<file path="src/rtl/alu_forward_ctrl.sv">
// ============================================================================
// Module      : alu_forward_ctrl
// Description : Operand-forwarding select and load-use stall control for EX
// Revision    : 1.0 - initial release
// ============================================================================
`default_nettype none

module alu_forward_ctrl #(
    parameter int REG_ADDR_W = 5,
    parameter int CNT_W      = 32
) (
    input  logic                  clk,
    input  logic                  rst,
    input  logic                  pipe_en,
    input  logic                  flush,
    input  logic                  id_valid,
    input  logic [REG_ADDR_W-1:0] id_rs1,
    input  logic [REG_ADDR_W-1:0] id_rs2,
    input  logic                  id_use_rs1,
    input  logic                  id_use_rs2,
    input  logic [REG_ADDR_W-1:0] id_rd,
    input  logic                  id_reg_write,
    input  logic                  id_mem_read,
    output logic                  stall_out,
    output logic [1:0]            fwd_a_sel,
    output logic [1:0]            fwd_b_sel,
    output logic [CNT_W-1:0]      stall_cnt
);

    localparam logic [1:0] c_SEL_RF  = 2'b00;
    localparam logic [1:0] c_SEL_EXM = 2'b01;
    localparam logic [1:0] c_SEL_MWB = 2'b10;

    // Only EX needs mem_read; MEM and WB just track producers
    logic                  r_ex_valid, r_ex_reg_write, r_ex_mem_read;
    logic [REG_ADDR_W-1:0] r_ex_rd;
    logic                  r_mem_valid, r_mem_reg_write;
    logic [REG_ADDR_W-1:0] r_mem_rd;
    logic                  r_wb_valid, r_wb_reg_write;
    logic [REG_ADDR_W-1:0] r_wb_rd;

    logic [1:0]            r_fwd_a_sel, r_fwd_b_sel;
    logic [CNT_W-1:0]      r_stall_cnt;

    logic                  w_ex_is_load, w_load_use, w_advance;
    logic [1:0]            w_sel_a, w_sel_b;

    function automatic logic produces(
        input logic                  v,
        input logic                  rw,
        input logic [REG_ADDR_W-1:0] rd,
        input logic [REG_ADDR_W-1:0] r
    );
        return v & rw & (rd == r) & (r != '0);
    endfunction

    function automatic logic [1:0] select_for(
        input logic                  used,
        input logic [REG_ADDR_W-1:0] r
    );
        if (!used)
            return c_SEL_RF;
        else if (produces(r_ex_valid, r_ex_reg_write, r_ex_rd, r))
            return c_SEL_EXM;
        else if (produces(r_mem_valid, r_mem_reg_write, r_mem_rd, r))
            return c_SEL_MWB;
        // A WB producer is already visible through the write-before-read file
        else if (produces(r_wb_valid, r_wb_reg_write, r_wb_rd, r))
            return c_SEL_RF;
        else
            return c_SEL_RF;
    endfunction

    assign w_ex_is_load = r_ex_valid & r_ex_mem_read & r_ex_reg_write & (r_ex_rd != '0);
    assign w_load_use   = id_valid & ~flush & w_ex_is_load &
                          ((id_use_rs1 & (id_rs1 == r_ex_rd)) |
                           (id_use_rs2 & (id_rs2 == r_ex_rd)));
    assign w_advance    = id_valid & ~flush & ~w_load_use;
    assign w_sel_a      = select_for(id_use_rs1, id_rs1);
    assign w_sel_b      = select_for(id_use_rs2, id_rs2);

    always_ff @(posedge clk) begin
        if (rst) begin
            r_ex_valid      <= 1'b0;
            r_ex_reg_write  <= 1'b0;
            r_ex_mem_read   <= 1'b0;
            r_ex_rd         <= '0;
            r_mem_valid     <= 1'b0;
            r_mem_reg_write <= 1'b0;
            r_mem_rd        <= '0;
            r_wb_valid      <= 1'b0;
            r_wb_reg_write  <= 1'b0;
            r_wb_rd         <= '0;
            r_fwd_a_sel     <= c_SEL_RF;
            r_fwd_b_sel     <= c_SEL_RF;
            r_stall_cnt     <= '0;
        end else if (pipe_en) begin
            r_wb_valid      <= r_mem_valid;
            r_wb_reg_write  <= r_mem_reg_write;
            r_wb_rd         <= r_mem_rd;
            r_mem_valid     <= r_ex_valid;
            r_mem_reg_write <= r_ex_reg_write;
            r_mem_rd        <= r_ex_rd;
            if (w_advance) begin
                r_ex_valid     <= 1'b1;
                r_ex_reg_write <= id_reg_write;
                r_ex_mem_read  <= id_mem_read;
                r_ex_rd        <= id_rd;
                r_fwd_a_sel    <= w_sel_a;
                r_fwd_b_sel    <= w_sel_b;
            end else begin
                r_ex_valid     <= 1'b0;
                r_ex_reg_write <= 1'b0;
                r_ex_mem_read  <= 1'b0;
                r_ex_rd        <= '0;
                r_fwd_a_sel    <= c_SEL_RF;
                r_fwd_b_sel    <= c_SEL_RF;
            end
            if (w_load_use && !(&r_stall_cnt))
                r_stall_cnt <= r_stall_cnt + {{(CNT_W-1){1'b0}}, 1'b1};
        end
    end

    assign stall_out = w_load_use & pipe_en;
    assign fwd_a_sel = r_fwd_a_sel;
    assign fwd_b_sel = r_fwd_b_sel;
    assign stall_cnt = r_stall_cnt;

endmodule

`default_nettype wire

</file>
<file path="config.mk">
export PLATFORM = sky130hd
export DESIGN_NAME = alu_forward_ctrl
export DESIGN_NICKNAME = d
export VERILOG_FILES = /design/src/rtl/alu_forward_ctrl.sv
export SDC_FILE = /design/constraint.sdc
export NUM_CORES = 1
export LEC_CHECK = 0
export CAP_MARGIN = 40
export CORE_MARGIN = 3
export CORE_UTILIZATION = 40
export DETAILED_ROUTE_END_ITERATION = 16
export PLACE_DENSITY = 0.72
export SYNTH_ARGS = -nofsm -noshare
export SYNTH_HDL_FRONTEND = slang
export SYNTH_SLANG_ARGS = --single-unit
export TNS_END_PERCENT = 5
</file>
<file path="constraint.sdc">
create_clock -name clk -period 2.47 [get_ports clk]
set_input_delay 0.3705 -clock clk [delete_from_list [all_inputs] [get_ports clk]]
set_output_delay 0.3705 -clock clk [all_outputs]
set_load 0.05 [all_outputs]
</file>
# Word level (Yosys, flattened, before mapping)
# Index checks and enable logic that the tools add are counted.
op_classes:
  shift: 0
  reduce_logical: 7
  multipliers: 0
  n_div: 0
  magnitude_cmp: 0
  mux: 12
  bitwise_logic: 23
  n_addsub: 1
  n_eq_ne: 6
ops:
  columns: ["op", "count"]
  rows:
  - ["32-bit by 1-bit adder with 32-bit output (second input constant)", 1]
  - ["32-bit AND reduction", 1]
  - ["5-bit == test", 6]
  - ["1-bit AND", 20]
  - ["2-bit two-way mux", 8]
  - ["5-bit nonzero test", 3]
  - ["5-bit two-way mux", 1]
  - ["1-bit two-way mux", 3]
  - ["1-bit inverter", 2]
  - ["2-bit AND reduction", 1]
  - ["1-bit logical AND", 1]
  - ["1-bit zero test", 1]
  - ["1-bit OR", 1]
word_totals:
  input_bits: 24
  regBits: 51
  ramBits: 0
  word_cells: 59
  memories: 0
  mem_bits_ro: 0
  latch_bits: 0

# Depth between registers and ports, before layout
depth:
  word_depth: 8
  ltp_mapped: 9
  mapped_depth_nobuf: 7

# Worst setup path before layout
# Ideal clock, no wire load.
synth_timing:
  path_type: "reg-to-reg"
  startpoint: "register r_stall_cnt[0] (netlist: stall_cnt[0])"
  endpoint: "register r_stall_cnt[30] (netlist: stall_cnt[30])"
  path_buffers: 0
  required_time_ns: 2.400
  slack_ns: 0.222
  arrival_time_ns: 2.178
  setup_ns: 0.070
  path_stages_with_launch: 8
  cell_sequence: "dfxtp_1 > ha_1 > nand2_1 > nor3_4 > nand4b_1 > nand3b_4 > or3_1 > a21oi_1"
synth_between:
  elab_chain_len: 4
  elab_cells_between_ends: 5
synth_rtl:
  columns: ["element", "line_no", "source"]
  rows:
  - ["from (decl)", "43", "logic [CNT_W-1:0] r_stall_cnt;"]
  - ["from (signal assigned)", "120", "r_stall_cnt <= r_stall_cnt + {{(CNT_W-1){1'b0}}, 1'b1};"]
  - ["branches (longest 4 deep; another with 32-bit by 1-bit adder with 32-bit output)", null, null]
# Several ways; the timed one is not identified.
# A chain may end at the register's enable or synchronous reset.

# Final worst setup path
layout_timing:
  startpoint: "input port id_rs2[2]"
  endpoint: "output port stall_out"
layout_between:
  elab_chain_len: 5
layout_rtl:
  columns: ["element", "line_no", "source"]
  rows:
  - ["from (decl)", "18", "input logic [REG_ADDR_W-1:0] id_rs2,"]
  - ["5-bit == test", "77", "(id_use_rs2 & (id_rs2 == r_ex_rd)));"]
  - ["1-bit AND", "77", null]
  - ["1-bit OR", "76", "((id_use_rs1 & (id_rs1 == r_ex_rd)) |"]
  - ["1-bit AND", "75", "assign w_load_use = id_valid & ~flush & w_ex_is_load &"]
  - ["1-bit AND", "124", "assign stall_out = w_load_use & pipe_en;"]
  - ["to (decl)", "24", "output logic stall_out,"]
# Every way passes these cells.

==> run_results.csv <==
group,metric,value,unit
run_status,outcome,"finished clean",
clock_tree,worstSkewPairLatency,0.31,ns
layout,final_cells,482,
clock_tree,clock_tree.root_cell,"clkbuf_8",
timing,hold_viol,0,
layout,seqCellArea,0.00102,mm²
setup_path,r2r_cells,6,
die,initial_utilization,42.6,%
setup_path,critical_path.cell_chain,"clkdlybuf4s50_1, xnor2_1, nand3_1, o22ai_4, buf_12, and2_1, buf_12",
clock_tree,cts_sinks,51,
placement,gp_congestion,0.851,
setup_path,r2r_start,"stall_cnt[24]$_SDFFE_PP0P_",
timing,tns,0,ns
layout,syn2layout_area_growth,32.1,%
placement,place_hpwl,5.25,mm
placement,numPortBuffers,60,
timing,finalSetupViolCount,0,
worst_hold_path,holdPathEnd,"stall_cnt[18]$_SDFFE_PP0P_",
synth,yosys.area.top_type_share,36.5,%
die,num_rows,29,
timing,fin_crit,2.42,ns
setup_path,reg2reg_to,"stall_cnt[23]$_SDFFE_PP0P_",
setup_path,path_class,"in -> out",
synth,synth.distinct_cells,52,
synth,synthesis.nets,350,
worst_hold_path,hold_depth,2,
flow_run,maxCapViolations,0,
die,fp.dieH,89.6,µm
route,drc,0,
setup_path,crit_buf_inv,3,
layout,nNetsFinal,413,
synth,synth-seq-cells,51,
setup_path,reg2reg_slack,0.36,ns
worst_hold_path,hold_path_class,"in -> reg",
die,core_area,0.00657,mm²
setup_path,cp_slowest_cell,"clkdlybuf4s50_1",
die,die_area,0.00803,mm²
route,detail-route-antenna-nets,0,
placement,dp_cells,474,
setup_path,crit_path_max_incr_delay,0.53,ns
global_route,grt_util_all_layers,18.1,%
clock_tree,h-tree-depth,2,
timing,period_share,97.9,%
global_route,grt_overflow,0,
route,wl,7.00,mm
global_route,grt_first_pass_wirelength,11.5,mm
global_route,grt_pass1_vias,2550,
setup_path,cp.arrival,2.05,ns
timing,maxSlewViolCount,0,
global_route,antenna_found_initial,0,
synth,synth_area_leaders,"dfxtp_1 (37%), xnor2_1 (6.6%), nor2_1 (5.9%), nand3_1 (4.8%), xor2_1 (4.4%)",
setup_path,cp-startpoint,"id_rs2[2]",
worst_hold_path,worstHoldStart,"rst",
timing,fmax,0.414,GHz
layout,drive_above_1_share,12.6,%
setup_path,crit_top_cell,"buf_12",
power,peakVddDrop,0.000330,V
synth,syn_inst,325,
clock_tree,postCtsSetupBuffers,0,
timing,rsz0062_at_grt,"no",
clock_tree,cts_hold_buf,0,
setup_path,cp-start-kind,"input pin",
synth,syn_area,0.00280,mm²
timing,clock_skew,0.00463,ns
layout,multi_input_area,0.00170,mm²
route,dr.pass1.iters,4,
synth,synth_enable_flop_cells,0,
synth,ys_warn_count,0,
global_route,grt_max_degree,35,
synth,synth_common_cells,"dfxtp_1 (51), nor2_1 (44), nand3_1 (27), nand2_1 (21), xnor2_1 (21)",
synth,synth.most_common_cell,"dfxtp_1",
route,via_count,2593,
route,vias_per_cell,5.38,
clock_tree,clk_pin_slew,0.09,ns
timing,worst_pin_slew,0.517,ns
setup_path,cp.required,2.10,ns
route,drtIter0Drc,121,
power,power.density,451,mW/mm²
synth,synth_ff_type,"dfxtp_1",
die,fp.dieW,89.6,µm
route,wl_per_cell,14.5,µm
power,p_leak,0.00127,µW
timing,relSlewSlack,65.4,%
synth,yosysSeqAreaShare,36.5,%
synth,syn_avg_cell_area,8.60,µm²
layout,fill_cells,595,
synth,async_flop_share,0,%
placement,dpl_cell_area,0.00354,mm²
clock_tree,ctsResizeCount,0,
setup_path,end_kind,"primary output",
clock_tree,cts_tree,"built",
clock_tree,cts_buffers,5,
layout,diodes,0,
die,io_pins,61,
clock_tree,clockBufferDepth,2,
setup_path,worstPathMaxFanout,19,
setup_path,cp_top_family,"buffers and inverters",
synth,synth_top_area_cell,"dfxtp_1",
layout,design_area,0.00369,mm²
-- cell families (layout without fill, tap and decap cells) --
kind of cell	Yosys count	after routing	share of synthesized area, %
adder cells (fa/ha/maj)	1	1	0.448
buffers and inverters	19	83	3.22
XOR/XNOR	36	36	11.5
AND/OR/NAND/NOR	164	164	33.7
AO/OA/AOI/OAI	44	44	10.8
multiplexers	10	10	3.80
flip-flops	51	51	36.5
-- routing by layer --
metal	track usage (%)	routed length, µm	up-vias
li1	-	-	1285
met1	22.4	3090	1234
met2	31.0	3460	61
met3	3.38	313	13
met4	7.17	142	0
met5	0	0	-
-- placed cells by master, fill, tap and decap left out, drive strengths merged, types with 2 or more instances in the layout --
cell / Yosys / layout
a21oi: 16 / 16
a22oi: 7 / 7
and2: 2 / 2
and3: 5 / 5
and4: 2 / 2
buf: 8 / 10
bufinv: 0 / 2
clkbuf: 4 / 5
clkdlybuf4s50: 0 / 58
dfxtp: 51 / 51
inv: 7 / 7
mux2: 2 / 2
mux2i: 8 / 8
nand2: 21 / 21
nand3: 30 / 30
nand4: 19 / 19
nor2: 45 / 45
nor2b: 6 / 6
nor3: 8 / 8
nor4: 4 / 4
o21ai: 14 / 14
o31ai: 3 / 3
or2: 3 / 3
or3: 9 / 9
or4: 5 / 5
xnor2: 22 / 22
xor2: 14 / 14
-- worst register-to-register path, delay by kind of cell (launching register included) --
family        cells  cell delay (ns)
mux               1             0.30
flops             1             0.45
simple gates      5             1.26
-- registers in the layout, indices dropped and copies added (netlist names) --
name	count
r_mem_rd	5
r_ex_mem_read	1
r_ex_reg_write	1
r_ex_rd	5
r_mem_reg_write	1
fwd_a_sel	2
fwd_b_sel	2
stall_cnt	32
r_mem_valid	1
r_ex_valid	1
-- layout make-up --
| cell class | count | share of cell area (%) |
|---|---|---|
| Clock buffer | 5 | 1.86 |
| Timing Repair Buffer | 68 | 18.7 |
| Tap cell | 93 | 3.15 |
| Inverter | 7 | 0.712 |
| Clock inverter | 3 | 1.83 |
| Multi-Input combinational cell | 255 | 46.0 |
| Sequential cell | 51 | 27.7 |
-- metrics by stage --
stage / total power (µW) / setup slack, ns / hold WS (ns) / utilization (%)
finish: 1660 / 0.0531 / 0.467 / 56.2
global route: 1720 / 0.0165 / 0.485 / 56.2
CTS: 1670 / 0.0420 / 0.461 / 56.0
detailed placement: 983 / 0.00643 / 0.454 / 53.9
global placement: 977 / 0.0899 / 0.452 / 53.6
floorplan: 917 / 0.222 / 0.460 / -
-- worst max path at each step --
stage / to / slack, ns / cells past startpoint
final: stall_out / 0.05 / 7
after global routing: stall_out / 0.02 / 7
after CTS: stall_out / 0.04 / 7
after detailed placement: stall_cnt[14]$_SDFFE_PP0P_ / 0.006 / 7
after global placement: stall_cnt[16]$_SDFFE_PP0P_ / 0.09 / 7
after floorplan: stall_cnt[30]$_SDFFE_PP0P_ / 0.22 / 7
-- report_power, final --
part	switching [µW]	internal, µW	leakage (µW)
combinational	63.0	71.2	0.000791
sequential	7.29	826	0.000412
clock	292	404	0.0000644
total	362	1300	0.00127
Note: power is estimated with default switching activity, not from simulation.
